--- config.mk ---
export PLATFORM = sky130hd
export DESIGN_NAME = fifo_wr_arbiter
export DESIGN_NICKNAME = d
export VERILOG_FILES = /design/src/rtl/fifo_arb_pkg.sv /design/src/rtl/rr_pick.sv /design/src/rtl/fifo_wr_arbiter.sv
export SDC_FILE = /design/constraint.sdc
export NUM_CORES = 1
export LEC_CHECK = 0
export ABC_AREA = 0
export ABC_CLOCK_PERIOD_IN_PS = 2330
export BUFFER_PORTS_ARGS = -buffer_cell sky130_fd_sc_hd__buf_2
export CELL_PAD_IN_SITES_DETAIL_PLACEMENT = 2
export CELL_PAD_IN_SITES_GLOBAL_PLACEMENT = 2
export CORE_MARGIN = 4
export CORE_UTILIZATION = 17
export DETAILED_ROUTE_END_ITERATION = 16
export PLACE_DENSITY = 0.74
export RECOVER_POWER = 50
export SLEW_MARGIN = 20
export SYNTH_ARGS = -nofsm -noshare
export SYNTH_HDL_FRONTEND = slang
export SYNTH_SLANG_ARGS = --single-unit
export TNS_END_PERCENT = 20
--- constraint.sdc ---
create_clock -name clk -period 2.33 [get_ports clk]
set_clock_uncertainty 0.15 [all_clocks]
set_input_delay 0.466 -clock clk [delete_from_list [all_inputs] [get_ports clk]]
set_output_delay 0.466 -clock clk [all_outputs]
set_load 0.02 [all_outputs]
--- src/rtl/fifo_arb_pkg.sv ---
// Shared definitions for the packet-atomic FIFO write arbiter:
// FSM state encoding and the width of the owner index.
package fifo_arb_pkg;

  localparam int GRANT_ID_W = 3;

  typedef enum logic {
    IDLE  = 1'b0,
    GRANT = 1'b1
  } arb_state_e;

endpackage

--- src/rtl/rr_pick.sv ---
// Combinational round-robin picker: returns the first asserted request
// found scanning upward from (last_owner + 1) mod NUM_REQ.
module rr_pick
  import fifo_arb_pkg::*;
#(
  parameter int NUM_REQ = 4
) (
  input  logic [NUM_REQ-1:0]    req_i,
  input  logic [GRANT_ID_W-1:0] last_owner_i,
  output logic                  valid_o,
  output logic [GRANT_ID_W-1:0] idx_o
);

  always_comb begin
    // NOTE: every output of a combinational block gets a default first, so
    // no path leaves it unassigned and no latch is inferred.
    valid_o = 1'b0;
    idx_o   = '0;
    // Walk offsets from farthest to nearest; the last hit is the nearest one.
    for (int off = NUM_REQ; off >= 1; off--) begin
      for (int i = 0; i < NUM_REQ; i++) begin
        if (i == (int'(last_owner_i) + off) % NUM_REQ && req_i[i]) begin
          valid_o = 1'b1;
          idx_o   = GRANT_ID_W'(i);
        end
      end
    end
  end

endmodule

--- src/rtl/fifo_wr_arbiter.sv ---
// Arbitrates NUM_REQ packet producers onto one shared FIFO write port,
// holding each grant until the owner's last word is written.
module fifo_wr_arbiter
  import fifo_arb_pkg::*;
#(
  parameter int NUM_REQ    = 4,
  parameter int DATA_WIDTH = 32
) (
  input  logic                          clk,
  input  logic                          rst,
  input  logic [NUM_REQ-1:0]            req_valid,
  input  logic [NUM_REQ*DATA_WIDTH-1:0] req_data,
  input  logic [NUM_REQ-1:0]            req_last,
  output logic [NUM_REQ-1:0]            req_ready,
  input  logic                          fifo_full,
  output logic                          fifo_wr,
  output logic [DATA_WIDTH-1:0]         fifo_din,
  output logic [GRANT_ID_W-1:0]         grant_id,
  output logic                          busy,
  output logic [15:0]                   pkt_count
);

  localparam logic [GRANT_ID_W-1:0] RESET_OWNER = GRANT_ID_W'(NUM_REQ - 1);

  arb_state_e            state_q, state_d;
  logic [GRANT_ID_W-1:0] grant_q, grant_d;
  logic [GRANT_ID_W-1:0] last_owner_q, last_owner_d;
  logic [15:0]           pkt_count_q, pkt_count_d;

  logic                  pick_valid;
  logic [GRANT_ID_W-1:0] pick_idx;
  logic                  own_valid;
  logic                  own_last;
  logic [DATA_WIDTH-1:0] own_data;

  rr_pick #(
    .NUM_REQ (NUM_REQ)
  ) u_rr_pick (
    .req_i        (req_valid),
    .last_owner_i (last_owner_q),
    .valid_o      (pick_valid),
    .idx_o        (pick_idx)
  );

  // Select the current owner's valid/last/data lanes.
  always_comb begin
    own_valid = 1'b0;
    own_last  = 1'b0;
    own_data  = '0;
    for (int i = 0; i < NUM_REQ; i++) begin
      if (grant_q == GRANT_ID_W'(i)) begin
        own_valid = req_valid[i];
        own_last  = req_last[i];
        own_data  = req_data[i*DATA_WIDTH +: DATA_WIDTH];
      end
    end
  end

  always_ff @(posedge clk) begin
    // NOTE: state registers use non-blocking assignments so every flop
    // samples the pre-edge values regardless of statement order.
    if (rst) begin
      state_q      <= IDLE;
      grant_q      <= '0;
      last_owner_q <= RESET_OWNER;
      pkt_count_q  <= '0;
    end else begin
      state_q      <= state_d;
      grant_q      <= grant_d;
      last_owner_q <= last_owner_d;
      pkt_count_q  <= pkt_count_d;
    end
  end

  always_comb begin
    state_d      = state_q;
    grant_d      = grant_q;
    last_owner_d = last_owner_q;
    pkt_count_d  = pkt_count_q;
    case (state_q)
      IDLE: begin
        if (pick_valid) begin
          state_d = GRANT;
          grant_d = pick_idx;
        end
      end
      GRANT: begin
        // Only a written last word ends the packet; req_last alone does not.
        if (fifo_wr && own_last) begin
          state_d      = IDLE;
          last_owner_d = grant_q;
          pkt_count_d  = pkt_count_q + 16'd1;
        end
      end
      default: state_d = IDLE;
    endcase
  end

  always_comb begin
    req_ready = '0;
    fifo_wr   = 1'b0;
    fifo_din  = '0;
    if (state_q == GRANT && !rst) begin
      for (int i = 0; i < NUM_REQ; i++) begin
        if (grant_q == GRANT_ID_W'(i)) req_ready[i] = !fifo_full;
      end
      fifo_wr  = own_valid && !fifo_full;
      fifo_din = own_data;
    end
  end

  assign grant_id  = grant_q;
  assign busy      = (state_q == GRANT);
  assign pkt_count = pkt_count_q;

endmodule

==> impl_metrics.xml, run 1 <==
<?xml version="1.0" encoding="UTF-8"?>
<metrics>
  <group name="outcome">
    <metric name="result_of_the_run" unit="">finished, final reports clean</metric>
  </group>
  <group name="layout">
    <metric name="number_of_filler_instances_in_the_final_layout" unit="">1384</metric>
    <metric name="layout-area-overhead-vs-synth" unit="%">64.0</metric>
    <metric name="finish.net_count" unit="">542</metric>
    <metric name="final_core_utilization" unit="%">28.4</metric>
    <metric name="design_area" unit="µm²">3400</metric>
    <metric name="drive_above_1_share" unit="%">57.6</metric>
  </group>
  <group name="route">
    <metric name="antenna_left" unit="">0</metric>
    <metric name="route.detailed.drc" unit="">0</metric>
    <metric name="initialDrtViolationCount" unit="">75</metric>
    <metric name="drt-vias-per-instance" unit="">4.74</metric>
    <metric name="vias" unit="">2615</metric>
    <metric name="drt_first_pass_iters" unit="">4</metric>
    <metric name="wirelength" unit="µm">11500</metric>
    <metric name="post_drt_wl_per_cell" unit="µm">20.8</metric>
  </group>
  <group name="global_routing">
    <metric name="grt_start_max_net_pins" unit="">25</metric>
    <metric name="grt_util_all_layers" unit="%">15.5</metric>
    <metric name="grt_antenna_before_repair" unit="">6</metric>
    <metric name="global_route_wire_length_before_repair" unit="µm">16900</metric>
    <metric name="grt_pass1_vias" unit="">2857</metric>
    <metric name="grt_overflow_total" unit="">0</metric>
  </group>
  <group name="critical_path">
    <metric name="crit_path_max_fanout" unit="">11</metric>
    <metric name="critical_path.endpoint_type" unit="">primary output</metric>
    <metric name="worst_r2r_path_depth" unit="">6</metric>
    <metric name="crit_path_launch_type" unit="">flip-flop</metric>
    <metric name="cp.required" unit="ns">1.71</metric>
    <metric name="critPathArrivalTime" unit="ns">1.69</metric>
    <metric name="timing.setup.critical_path_class" unit="">flip-flop to primary output</metric>
  </group>
  <group name="timing">
    <metric name="layout_min_cycle_time" unit="ns">2.30</metric>
    <metric name="final-hold-violation-count" unit="">0</metric>
    <metric name="finalCritPeriodShare" unit="%">98.9</metric>
    <metric name="accumulated_negative_setup_slack" unit="ns">0</metric>
    <metric name="timing.final.max_slew_violations" unit="">0</metric>
    <metric name="final-setup-viol-count" unit="">0</metric>
    <metric name="hold-worst-slack" unit="ns">0.383</metric>
    <metric name="timing.fmax" unit="MHz">434</metric>
    <metric name="rsz0062_at_grt" unit="">true</metric>
  </group>
  <group name="pwr">
    <metric name="p_seq_share" unit="%">29.6</metric>
    <metric name="power.ir.vdd_worst" unit="mV">0.203</metric>
    <metric name="total_switching_power" unit="mW">0.370</metric>
    <metric name="power_frac_comb" unit="%">41.6</metric>
    <metric name="clockPowerShare" unit="%">28.8</metric>
    <metric name="report.power.total" unit="mW">1.27</metric>
    <metric name="leakagePower" unit="nW">1.49</metric>
    <metric name="switching_share" unit="%">29.1</metric>
    <metric name="power_per_cell_area" unit="nW/µm²">375</metric>
    <metric name="cell_internal_pwr" unit="mW">0.903</metric>
  </group>
  <group name="clock_tree">
    <metric name="ctsHoldBuffers" unit="">0</metric>
    <metric name="cts_tree" unit="">built</metric>
    <metric name="clk_path_buf_depth" unit="">2</metric>
    <metric name="cts.reportedPaths.clkPinSlew" unit="ns">0.06</metric>
    <metric name="inserted_clock_buffers" unit="">3</metric>
    <metric name="clk_root_buffer_cell" unit="">sky130_fd_sc_hd__clkbuf_16</metric>
    <metric name="tritoncts_num_sinks" unit="">21</metric>
    <metric name="insertion_delay" unit="ns">0.25</metric>
    <metric name="htree_num_levels" unit="">1</metric>
  </group>
  <group name="min_path">
    <metric name="timing.hold.worst_path_depth" unit="">2</metric>
    <metric name="hp-class" unit="">flip-flop to flip-flop</metric>
  </group>
  <group name="die">
    <metric name="die_h" unit="µm">118</metric>
    <metric name="design.core.area" unit="µm²">12000</metric>
    <metric name="number_of_top_level_pins" unit="">196</metric>
    <metric name="die-width" unit="µm">118</metric>
    <metric name="initial_utilization" unit="%">17.3</metric>
    <metric name="placementRows" unit="">40</metric>
    <metric name="die-area" unit="µm²">14000</metric>
  </group>
  <group name="place">
    <metric name="number_of_i_o_port_buffers" unit="">194</metric>
    <metric name="dp_hpwl" unit="µm">9700</metric>
    <metric name="detailed_place.area" unit="µm²">3280</metric>
    <metric name="finalWeightedCongestion" unit="">0.872</metric>
  </group>
  <group name="synth">
    <metric name="synth_nets" unit="">346</metric>
    <metric name="yosys-top-cells-area" unit="">sky130_fd_sc_hd__mux4_2, sky130_fd_sc_hd__dfxtp_1, sky130_fd_sc_hd__nor2b_1, sky130_fd_sc_hd__a21oi_1, sky130_fd_sc_hd__or3_1</metric>
    <metric name="syn_area" unit="µm²">2070</metric>
    <metric name="synthArstFlopShare" unit="%">0</metric>
    <metric name="number_of_synthesized_flops_with_an_enable_pin" unit="">0</metric>
    <metric name="top_area_cell_type_share_of_the_netlist_area" unit="%">37.0</metric>
    <metric name="synth.ff_latch_count" unit="">21</metric>
    <metric name="syn_inst" unit="">206</metric>
    <metric name="synthDistinctLibCells" unit="">33</metric>
    <metric name="netlist.top_cell.by_area" unit="">sky130_fd_sc_hd__mux4_2</metric>
    <metric name="sequential_area_share_after_synthesis" unit="%">20.3</metric>
    <metric name="ys.flop_type" unit="">sky130_fd_sc_hd__dfxtp_1</metric>
    <metric name="synth.yosys.warnings" unit="">0</metric>
    <metric name="synthMostInstantiatedCell" unit="">sky130_fd_sc_hd__mux4_2</metric>
    <metric name="post_synth.cell_area_avg" unit="µm²">10.1</metric>
    <metric name="post_synth_most_frequent_cells" unit="">sky130_fd_sc_hd__mux4_2, sky130_fd_sc_hd__nor2b_1, sky130_fd_sc_hd__dfxtp_1, sky130_fd_sc_hd__a21oi_1</metric>
  </group>
  <group name="run">
    <metric name="timing.max_cap.violations" unit="">0</metric>
  </group>
</metrics>
==> final cells by class <==
type / instances / area [µm²] / share of cell area (%)
Antenna cell: 4 / 10.0 / 0.295
Timing Repair Buffer: 209 / 1120 / 33.1
Tap cell: 147 / 184 / 5.41
Clock buffer: 4 / 78.8 / 2.32
Inverter: 3 / 11.3 / 0.331
Sequential cell: 21 / 425 / 12.5
Multi-Input combinational cell: 164 / 1560 / 46.0
==> repair_timing <==
action / CTS / global route
cloned: 1 / 0
gates resized for setup: 2 / 8
setup endpoints to repair: 31 / 20
buffers inserted: 1 / 0
endpoints found under the hold margin: 0 / 0
pin swaps: 0 / 0
==> per-layer routing <==
metal | track usage [%] | vias to the layer above | part of all wire [%]
met5 | 0 | - | 0.11
met4 | 4.78 | 2 | 3.1
met3 | 4.83 | 17 | 7.5
met2 | 31.3 | 119 | 56
met1 | 14.6 | 1279 | 33
li1 | - | 1198 | -
==> power groups by stage <==
stage | clock, mW | combinational [mW] | sequential, mW
after floorplan | 0 | 0.292 | 0.385
after global placement | 0 | 0.501 | 0.385
after detailed placement | 0 | 0.516 | 0.385
after CTS | 0.382 | 0.533 | 0.377
after global routing | 0.398 | 0.571 | 0.378
final | 0.367 | 0.530 | 0.376
==> worst max-delay path, stage by stage, from the launching register on <==
cell                      delay, ns
sky130_fd_sc_hd__dfxtp_4       0.42
sky130_fd_sc_hd__buf_12        0.17
sky130_fd_sc_hd__mux4_2        0.54
sky130_fd_sc_hd__nor2b_1       0.16
sky130_fd_sc_hd__buf_2         0.15
==> flip-flops by register name, summed over array words and instances, names as in the netlist <==
signal        count
grant_id          2
pkt_count        16
busy              1
last_owner_q      2
==> layout by cell type (no fill, tap or decap), types with 7 or more instances in the layout <==
cell type                  Yosys  routed
sky130_fd_sc_hd__nand4_1       7       7
sky130_fd_sc_hd__nor2b_1      33      33
sky130_fd_sc_hd__buf_2         4     167
sky130_fd_sc_hd__mux4_2       34      34
sky130_fd_sc_hd__clkbuf_1     10      20
sky130_fd_sc_hd__a21oi_1      17      17
sky130_fd_sc_hd__o21ai_0      10      10
sky130_fd_sc_hd__or3_1         9       9
sky130_fd_sc_hd__nor2_1        7       7
sky130_fd_sc_hd__dfxtp_1      21      19
sky130_fd_sc_hd__nand2_1       8       8
sky130_fd_sc_hd__buf_4         1      20
==> path summary, 6_finish.rpt <==
check                      from       endpoint  slack (ns)
hold reg to reg   pkt_count[14]  pkt_count[14]        0.38
setup / recovery    grant_id[0]   fifo_din[20]        0.03
setup reg to reg    grant_id[0]   pkt_count[8]        0.21
hold / removal    pkt_count[14]  pkt_count[14]        0.38
==> cells by family (layout without fill, tap and decap cells) <==
| group | count (synthesis) | after routing | synth area share (%) |
|---|---|---|---|
| other | 1 | 5 | 0.181 |
| adders and majority gates | 1 | 1 | 0.604 |
| and+or+nand+nor | 87 | 87 | 25.4 |
| AOI/OAI and AO/OA | 37 | 37 | 10.5 |
| buffers and inverters | 21 | 216 | 4.23 |
| DFF | 21 | 21 | 20.3 |
| xor gates and xnor gates | 2 | 2 | 0.846 |
| muxes | 36 | 36 | 37.9 |
==> per-stage QoR <==
stage | setup slack [ns] | instances
2_1_floorplan | 0.00676 | 206
3_3_place_gp | 0.162 | 542
3_5_place_dp | 0.155 | 542
4_1_cts | -0.0113 | 548
5_1_grt | -0.0475 | 552
6_report | 0.0262 | 552
Note: power is estimated with default switching activity, not from simulation.
==> run 2: changes to the inputs <==
--- a/config.mk
+++ b/config.mk
@@ -6,7 +6,7 @@
 export NUM_CORES = 1
 export LEC_CHECK = 0
 export ABC_AREA = 0
-export ABC_CLOCK_PERIOD_IN_PS = 2330
+export ABC_CLOCK_PERIOD_IN_PS = 1900
 export BUFFER_PORTS_ARGS = -buffer_cell sky130_fd_sc_hd__buf_2
 export CELL_PAD_IN_SITES_DETAIL_PLACEMENT = 2
 export CELL_PAD_IN_SITES_GLOBAL_PLACEMENT = 2
==> constraint.sdc (replaced) <==
create_clock -name clk -period 1.9 [get_ports clk]
set_clock_uncertainty 0.15 [all_clocks]
set_input_delay 0.38 -clock clk [delete_from_list [all_inputs] [get_ports clk]]
set_output_delay 0.38 -clock clk [all_outputs]
set_load 0.02 [all_outputs]
==> run 2 against run 1 <==
Compared with the run above:
- the flow now finishes with violations (setup timing)
- critical endpoint unchanged
- count of clock-buffer cells in the layout decreased by 1
- global-route usage increased by 0.48 points
- sequential share of layout area decreased by 1.6 points
- clock power increased by 22%
- worst hold slack got worse by 0.022 ns
- setup slack got worse by 0.37 ns
- wire length increased by 7.1%
- largest cell class unchanged
- critical path depth increased by 1
- die area unchanged
- power increased by 35%
- via count increased by 4.5%
==> impl_metrics.xml, run 2 (synthesis gave the netlist of run 1 again) <==
<?xml version="1.0" encoding="UTF-8"?>
<metrics>
  <group name="clock_tree">
    <metric name="clk_root_buffer_cell" unit="">sky130_fd_sc_hd__clkbuf_16</metric>
    <metric name="tritoncts_num_sinks" unit="">21</metric>
    <metric name="ctsHoldBuffers" unit="">0</metric>
    <metric name="cts_tree" unit="">built</metric>
    <metric name="insertion_delay" unit="ns">0.26</metric>
    <metric name="clk_path_buf_depth" unit="">2</metric>
    <metric name="inserted_clock_buffers" unit="">3</metric>
    <metric name="htree_num_levels" unit="">1</metric>
    <metric name="cts.reportedPaths.clkPinSlew" unit="ns">0.06</metric>
  </group>
  <group name="timing">
    <metric name="accumulated_negative_setup_slack" unit="ns">-11.58</metric>
    <metric name="rsz0062_at_grt" unit="">true</metric>
    <metric name="timing.fmax" unit="MHz">446</metric>
    <metric name="final_worst_slack" unit="ns">-0.340</metric>
    <metric name="layout_min_cycle_time" unit="ns">2.24</metric>
    <metric name="final-setup-viol-count" unit="">50</metric>
    <metric name="final-hold-violation-count" unit="">0</metric>
    <metric name="timing.final.max_slew_violations" unit="">0</metric>
    <metric name="finalCritPeriodShare" unit="%">118</metric>
    <metric name="hold-worst-slack" unit="ns">0.360</metric>
  </group>
  <group name="global_routing">
    <metric name="grt_overflow_total" unit="">0</metric>
    <metric name="grt_start_max_net_pins" unit="">34</metric>
    <metric name="grt.met1_usage" unit="%">15.5</metric>
    <metric name="global_route_wire_length_before_repair" unit="µm">17500</metric>
    <metric name="grt_util_met2" unit="%">32.0</metric>
    <metric name="grt_busiest_layer" unit="">met2</metric>
    <metric name="grt_antenna_before_repair" unit="">5</metric>
    <metric name="grt_util_all_layers" unit="%">15.9</metric>
    <metric name="global_route.usage.met3" unit="%">4.64</metric>
    <metric name="grt_pass1_vias" unit="">2982</metric>
  </group>
  <group name="layout">
    <metric name="layout_common_cells" unit="">sky130_fd_sc_hd__buf_2, sky130_fd_sc_hd__mux4_2, sky130_fd_sc_hd__buf_4, sky130_fd_sc_hd__buf_6, sky130_fd_sc_hd__dfxtp_1</metric>
    <metric name="largest_reg_flops" unit="">16</metric>
    <metric name="layout-area-overhead-vs-synth" unit="%">88.4</metric>
    <metric name="design_area" unit="µm²">3900</metric>
    <metric name="finish.net_count" unit="">560</metric>
    <metric name="fin_cells" unit="">572</metric>
    <metric name="layout_commonest_cell" unit="">sky130_fd_sc_hd__buf_2</metric>
    <metric name="drive_above_1_share" unit="%">68.3</metric>
  </group>
  <group name="die">
    <metric name="number_of_top_level_pins" unit="">196</metric>
    <metric name="placementRows" unit="">40</metric>
    <metric name="design.core.area" unit="µm²">12000</metric>
    <metric name="die-area" unit="µm²">14000</metric>
    <metric name="initial_utilization" unit="%">17.3</metric>
    <metric name="die_h" unit="µm">118</metric>
    <metric name="die-width" unit="µm">118</metric>
  </group>
  <group name="run">
    <metric name="timing.max_cap.violations" unit="">0</metric>
  </group>
  <group name="route">
    <metric name="vias" unit="">2733</metric>
    <metric name="drt-vias-per-instance" unit="">4.78</metric>
    <metric name="post_drt_wl_per_cell" unit="µm">21.5</metric>
    <metric name="wirelength" unit="µm">12300</metric>
    <metric name="route.detailed.drc" unit="">0</metric>
    <metric name="initialDrtViolationCount" unit="">87</metric>
    <metric name="drt_first_pass_iters" unit="">4</metric>
    <metric name="antenna_left" unit="">0</metric>
  </group>
  <group name="pwr">
    <metric name="power.ir.vdd_worst" unit="mV">0.248</metric>
    <metric name="power_per_cell_area" unit="nW/µm²">439</metric>
    <metric name="leakagePower" unit="nW">1.72</metric>
  </group>
  <group name="critical_path">
    <metric name="critPathSlowestCell" unit="">sky130_fd_sc_hd__mux4_2</metric>
    <metric name="worst_path_most_repeated_cell" unit="">sky130_fd_sc_hd__buf_12</metric>
    <metric name="crit_path_max_fanout" unit="">6</metric>
    <metric name="critPathArrivalTime" unit="ns">1.71</metric>
    <metric name="timing.setup.critical_path_class" unit="">flip-flop to primary output</metric>
    <metric name="crit_path_launch_type" unit="">flip-flop</metric>
    <metric name="delay_of_the_slowest_cell_on_the_worst_path" unit="ns">0.51</metric>
    <metric name="cp.required" unit="ns">1.37</metric>
    <metric name="critical_path.endpoint_type" unit="">primary output</metric>
    <metric name="worstPathCellList" unit="">buf_12 -&gt; buf_12 -&gt; mux4_2 -&gt; nor2b_1 -&gt; buf_2</metric>
  </group>
  <group name="outcome">
    <metric name="failed_checks" unit="">setup timing</metric>
    <metric name="result_of_the_run" unit="">finished with violations</metric>
  </group>
  <group name="min_path">
    <metric name="hp-class" unit="">flip-flop to flip-flop</metric>
  </group>
  <group name="place">
    <metric name="detailed_place.area" unit="µm²">3440</metric>
    <metric name="placed_cells_incl_taps" unit="">555</metric>
    <metric name="finalWeightedCongestion" unit="">0.876</metric>
    <metric name="dp_hpwl" unit="µm">9960</metric>
    <metric name="number_of_i_o_port_buffers" unit="">194</metric>
  </group>
</metrics>
## run 2: cell types whose count changed in the layout (fill, tap and decap cells not counted), sizes merged
| cell | previous run | this run |
|---|---|---|
| buf | 190 | 216 |
| clkbuf | 23 | 14 |
| diode | 4 | 6 |
| clkinv | 0 | 1 |
## run 2: routing by layer
layer | part of all wire (%) | up-vias
met5 | 0 | -
met4 | 2.3 | 0
met3 | 6.6 | 22
met2 | 58 | 122
met1 | 33 | 1354
li1 | - | 1235
## run 2: worst paths after layout
kind                       from       endpoint  slack (ns)  cells after the start
hold / removal    pkt_count[15]  pkt_count[15]        0.36                      2
setup / recovery    grant_id[0]   fifo_din[20]       -0.34                      5
hold reg to reg   pkt_count[15]  pkt_count[15]        0.36                      2
setup reg to reg    grant_id[0]   pkt_count[4]       -0.19                      7
## run 2: critical path: cells and delay by family (launching register included)
family	cells	cell delay, ns
simple gates	1	0.15
mux	1	0.51
buf+inv	3	0.40
flops	1	0.40
## run 2: what timing repair did
action,in CTS,in global routing
setup endpoints to repair,41,56
cloned,1,0
pin swaps,22,3
buffers inserted,6,1
resized for setup,39,47
## run 2: area by class of cell
| type | count | area, µm² |
|---|---|---|
| clock buffer | 3 | 75.1 |
| sequential | 21 | 425 |
| inverter | 3 | 11.3 |
| clock inverter | 1 | 5.00 |
| fill | 1375 | 8060 |
| multi-input combinational | 164 | 1700 |
| antenna | 6 | 15.0 |
| tap | 147 | 184 |
| timing repair buffer | 227 | 1490 |
## run 2: power by group
part	switching [mW]	internal, mW	total (mW)
clock	0.166	0.283	0.449
combinational	0.323	0.481	0.804
sequential	0.0115	0.448	0.460
total	0.501	1.21	1.71
## run 2: per-stage QoR
step / setup slack [ns] / total power [mW] / util [%]
3_3_place_gp: -0.0656 / 1.12 / 28.8
5_1_grt: -0.402 / 1.80 / 32.6
6_report: -0.340 / 1.71 / 32.6
3_5_place_dp: -0.0921 / 1.15 / 28.8
4_1_cts: -0.330 / 1.69 / 31.2
2_1_floorplan: -0.132 / 0.850 / -
==> run 3: changes to the inputs <==
--- a/config.mk
+++ b/config.mk
@@ -15,6 +15,7 @@
 export DETAILED_ROUTE_END_ITERATION = 16
 export PLACE_DENSITY = 0.74
 export RECOVER_POWER = 50
+export REMOVE_ABC_BUFFERS = 1
 export SLEW_MARGIN = 20
 export SYNTH_ARGS = -nofsm -noshare
 export SYNTH_HDL_FRONTEND = slang
==> run 3 against run 2 <==
Compared with the run above:
- the run still ends with setup timing left
- maximum frequency rose by 1.7%
- core utilization fell by 2.8 points
- wire length fell by 11%
- register-to-register slack improved by 0.02 ns
- worst hold slack got worse by 0.060 ns
- non-clock buffer count fell by 7
- sequential power barely moved
- sequential share of layout area rose by 1.1 points
- via count fell by 3.7%
==> impl_metrics.xml, run 3 (synthesis gave the netlist of run 1 again) <==
<?xml version="1.0" encoding="UTF-8"?>
<metrics>
  <group name="outcome">
    <metric name="result_of_the_run" unit="">finished with violations</metric>
    <metric name="failed_checks" unit="">setup timing</metric>
  </group>
  <group name="timing">
    <metric name="rsz0062_at_grt" unit="">true</metric>
    <metric name="timing.final.max_slew_violations" unit="">0</metric>
    <metric name="final_worst_slack" unit="ns">-0.302</metric>
    <metric name="finalCritPeriodShare" unit="%">116</metric>
    <metric name="accumulated_negative_setup_slack" unit="ns">-9.94</metric>
    <metric name="timing.fmax" unit="MHz">454</metric>
    <metric name="hold-worst-slack" unit="ns">0.301</metric>
    <metric name="final-setup-viol-count" unit="">47</metric>
    <metric name="final-hold-violation-count" unit="">0</metric>
    <metric name="layout_min_cycle_time" unit="ns">2.20</metric>
  </group>
  <group name="critical_path">
    <metric name="worst_r2r_path_depth" unit="">6</metric>
    <metric name="critical_path.endpoint_type" unit="">primary output</metric>
    <metric name="crit_path_launch_type" unit="">flip-flop</metric>
    <metric name="crit-reg2reg-capture" unit="">pkt_count[9]</metric>
    <metric name="r2r-start" unit="">grant_id[0]</metric>
    <metric name="crit_path_max_fanout" unit="">10</metric>
    <metric name="critPathArrivalTime" unit="ns">1.67</metric>
    <metric name="cp.required" unit="ns">1.37</metric>
    <metric name="register_to_register_setup_slack" unit="ns">-0.17</metric>
    <metric name="timing.setup.critical_path_class" unit="">flip-flop to primary output</metric>
  </group>
  <group name="min_path">
    <metric name="holdCritStartpoint" unit="">rst</metric>
    <metric name="timing.hold.worst_path_depth" unit="">3</metric>
    <metric name="hp-class" unit="">input pin to flip-flop</metric>
    <metric name="timing.hold.worst_endpoint" unit="">busy</metric>
  </group>
  <group name="clock_tree">
    <metric name="cts.reportedPaths.clkPinSlew" unit="ns">0.06</metric>
    <metric name="ctsHoldBuffers" unit="">0</metric>
    <metric name="cts_tree" unit="">built</metric>
    <metric name="clk_root_buffer_cell" unit="">sky130_fd_sc_hd__clkbuf_16</metric>
    <metric name="tritoncts_num_sinks" unit="">21</metric>
    <metric name="insertion_delay" unit="ns">0.25</metric>
    <metric name="inserted_clock_buffers" unit="">3</metric>
    <metric name="clk_path_buf_depth" unit="">2</metric>
    <metric name="htree_num_levels" unit="">1</metric>
  </group>
  <group name="layout">
    <metric name="finish.net_count" unit="">553</metric>
    <metric name="design_area" unit="µm²">3570</metric>
    <metric name="fin_cells" unit="">562</metric>
    <metric name="drive_above_1_share" unit="%">62.4</metric>
    <metric name="area_used_by_multi_input_combinational_logic" unit="µm²">1610</metric>
    <metric name="layout_common_cells" unit="">sky130_fd_sc_hd__buf_2, sky130_fd_sc_hd__mux4_2, sky130_fd_sc_hd__nor2b_1</metric>
    <metric name="layout_commonest_cell" unit="">sky130_fd_sc_hd__buf_2</metric>
    <metric name="largest_reg_flops" unit="">16</metric>
    <metric name="layout-area-overhead-vs-synth" unit="%">72.5</metric>
    <metric name="number_of_filler_instances_in_the_final_layout" unit="">1384</metric>
    <metric name="sequential_cell_area" unit="µm²">428</metric>
  </group>
  <group name="die">
    <metric name="die-area" unit="µm²">14000</metric>
    <metric name="number_of_top_level_pins" unit="">196</metric>
    <metric name="initial_utilization" unit="%">17.3</metric>
    <metric name="die_h" unit="µm">118</metric>
    <metric name="die-width" unit="µm">118</metric>
    <metric name="design.core.area" unit="µm²">12000</metric>
    <metric name="placementRows" unit="">40</metric>
  </group>
  <group name="global_routing">
    <metric name="grt_util_all_layers" unit="%">15.0</metric>
    <metric name="global_route_wire_length_before_repair" unit="µm">16700</metric>
    <metric name="grt_start_max_net_pins" unit="">31</metric>
    <metric name="grt_pass1_vias" unit="">2923</metric>
    <metric name="grt_overflow_total" unit="">0</metric>
    <metric name="grt_antenna_before_repair" unit="">5</metric>
  </group>
  <group name="pwr">
    <metric name="clockPowerShare" unit="%">28.5</metric>
    <metric name="total_switching_power" unit="mW">0.459</metric>
    <metric name="switching_share" unit="%">28.9</metric>
    <metric name="p_seq_share" unit="%">29.2</metric>
    <metric name="power.ir.vdd_worst" unit="mV">0.371</metric>
    <metric name="leakagePower" unit="nW">1.60</metric>
    <metric name="cell_internal_pwr" unit="mW">1.13</metric>
    <metric name="report.power.total" unit="mW">1.59</metric>
    <metric name="power_per_cell_area" unit="nW/µm²">444</metric>
    <metric name="power_frac_comb" unit="%">42.4</metric>
  </group>
  <group name="place">
    <metric name="number_of_i_o_port_buffers" unit="">194</metric>
    <metric name="detailed_place.area" unit="µm²">3370</metric>
    <metric name="finalWeightedCongestion" unit="">0.834</metric>
    <metric name="dp_hpwl" unit="µm">9370</metric>
    <metric name="placed_cells_incl_taps" unit="">553</metric>
  </group>
  <group name="route">
    <metric name="route.detailed.drc" unit="">0</metric>
    <metric name="drt-vias-per-instance" unit="">4.68</metric>
    <metric name="initialDrtViolationCount" unit="">113</metric>
    <metric name="wirelength" unit="µm">11000</metric>
    <metric name="drt_first_pass_iters" unit="">4</metric>
    <metric name="vias" unit="">2631</metric>
    <metric name="antenna_left" unit="">0</metric>
    <metric name="post_drt_wl_per_cell" unit="µm">19.5</metric>
  </group>
  <group name="run">
    <metric name="timing.max_cap.violations" unit="">0</metric>
  </group>
</metrics>
==> run 3: changes by cell type in the layout (fill, tap and decap cells not counted), moves of 3 or more <==
cell                      before  now
sky130_fd_sc_hd__nor2b_1      16   32
sky130_fd_sc_hd__buf_12        8    3
sky130_fd_sc_hd__nor2b_2      10    0
sky130_fd_sc_hd__diode_2       6    3
sky130_fd_sc_hd__nor2b_4       7    1
sky130_fd_sc_hd__buf_2       155  172
sky130_fd_sc_hd__buf_6        26    3
==> run 3: worst max-delay path, stage by stage, from the launching register on <==
cell,delay (ns)
sky130_fd_sc_hd__dfxtp_4,0.44
sky130_fd_sc_hd__buf_12,0.17
sky130_fd_sc_hd__mux4_2,0.50
sky130_fd_sc_hd__nor2b_1,0.16
sky130_fd_sc_hd__buf_2,0.16
==> run 3: stage by stage <==
stage,setup WS [ns],utilization [%]
floorplan,-1.56,-
global route,-0.364,29.9
CTS,-0.324,29.6
finish,-0.302,29.9
global placement,-0.0728,28.2
detailed placement,-0.0944,28.2
==> run 3: power by group through the flow <==
| stage | Combinational [mW] | Sequential, mW | Clock (mW) |
|---|---|---|---|
| 2_1_floorplan | 0.300 | 0.516 | 0 |
| 3_3_place_gp | 0.629 | 0.469 | 0 |
| 3_5_place_dp | 0.645 | 0.470 | 0 |
| 4_1_cts | 0.678 | 0.464 | 0.473 |
| 5_1_grt | 0.728 | 0.465 | 0.487 |
| 6_report | 0.673 | 0.463 | 0.452 |
==> run 3: metal layers <==
metal / global-route usage (%) / share of wire (%) / vias up
li1: - / - / 1224
met1: 16.1 / 36 / 1265
met2: 28.9 / 55 / 122
met3: 4.40 / 7.9 / 16
met4: 3.26 / 1.3 / 4
met5: 0 / 0.25 / -
==> run 3: worst max-delay path by stage <==
| stage | start | endpoint | slack, ns | cells past startpoint |
|---|---|---|---|---|
| 5_1_grt | grant_id[0] | fifo_din[2] | -0.36 | 4 |
| 2_1_floorplan | grant_id[0] | pkt_count[14] | -1.56 | 4 |
| 4_1_cts | grant_id[0] | fifo_din[22] | -0.32 | 4 |
| 3_3_place_gp | grant_id[0] | fifo_din[31] | -0.07 | 4 |
| 3_5_place_dp | grant_id[0] | fifo_din[9] | -0.09 | 4 |
| 6_report | grant_id[0] | fifo_din[10] | -0.30 | 4 |
==> run 3: what timing repair did <==
action,4_1_cts,5_1_grt
cloned,1,0
endpoints found under the setup margin,43,55
pin swaps,16,0
resized for setup,17,14
buffers inserted,1,0
==> run 3: final cells by class <==
class	count	area share (%)
clock buffers	4	2.21
multi-input cells	164	44.9
diodes	3	0.210
flip-flops and latches	21	12.0
repair buffers	220	35.2
inverters	3	0.315
well taps	147	5.15
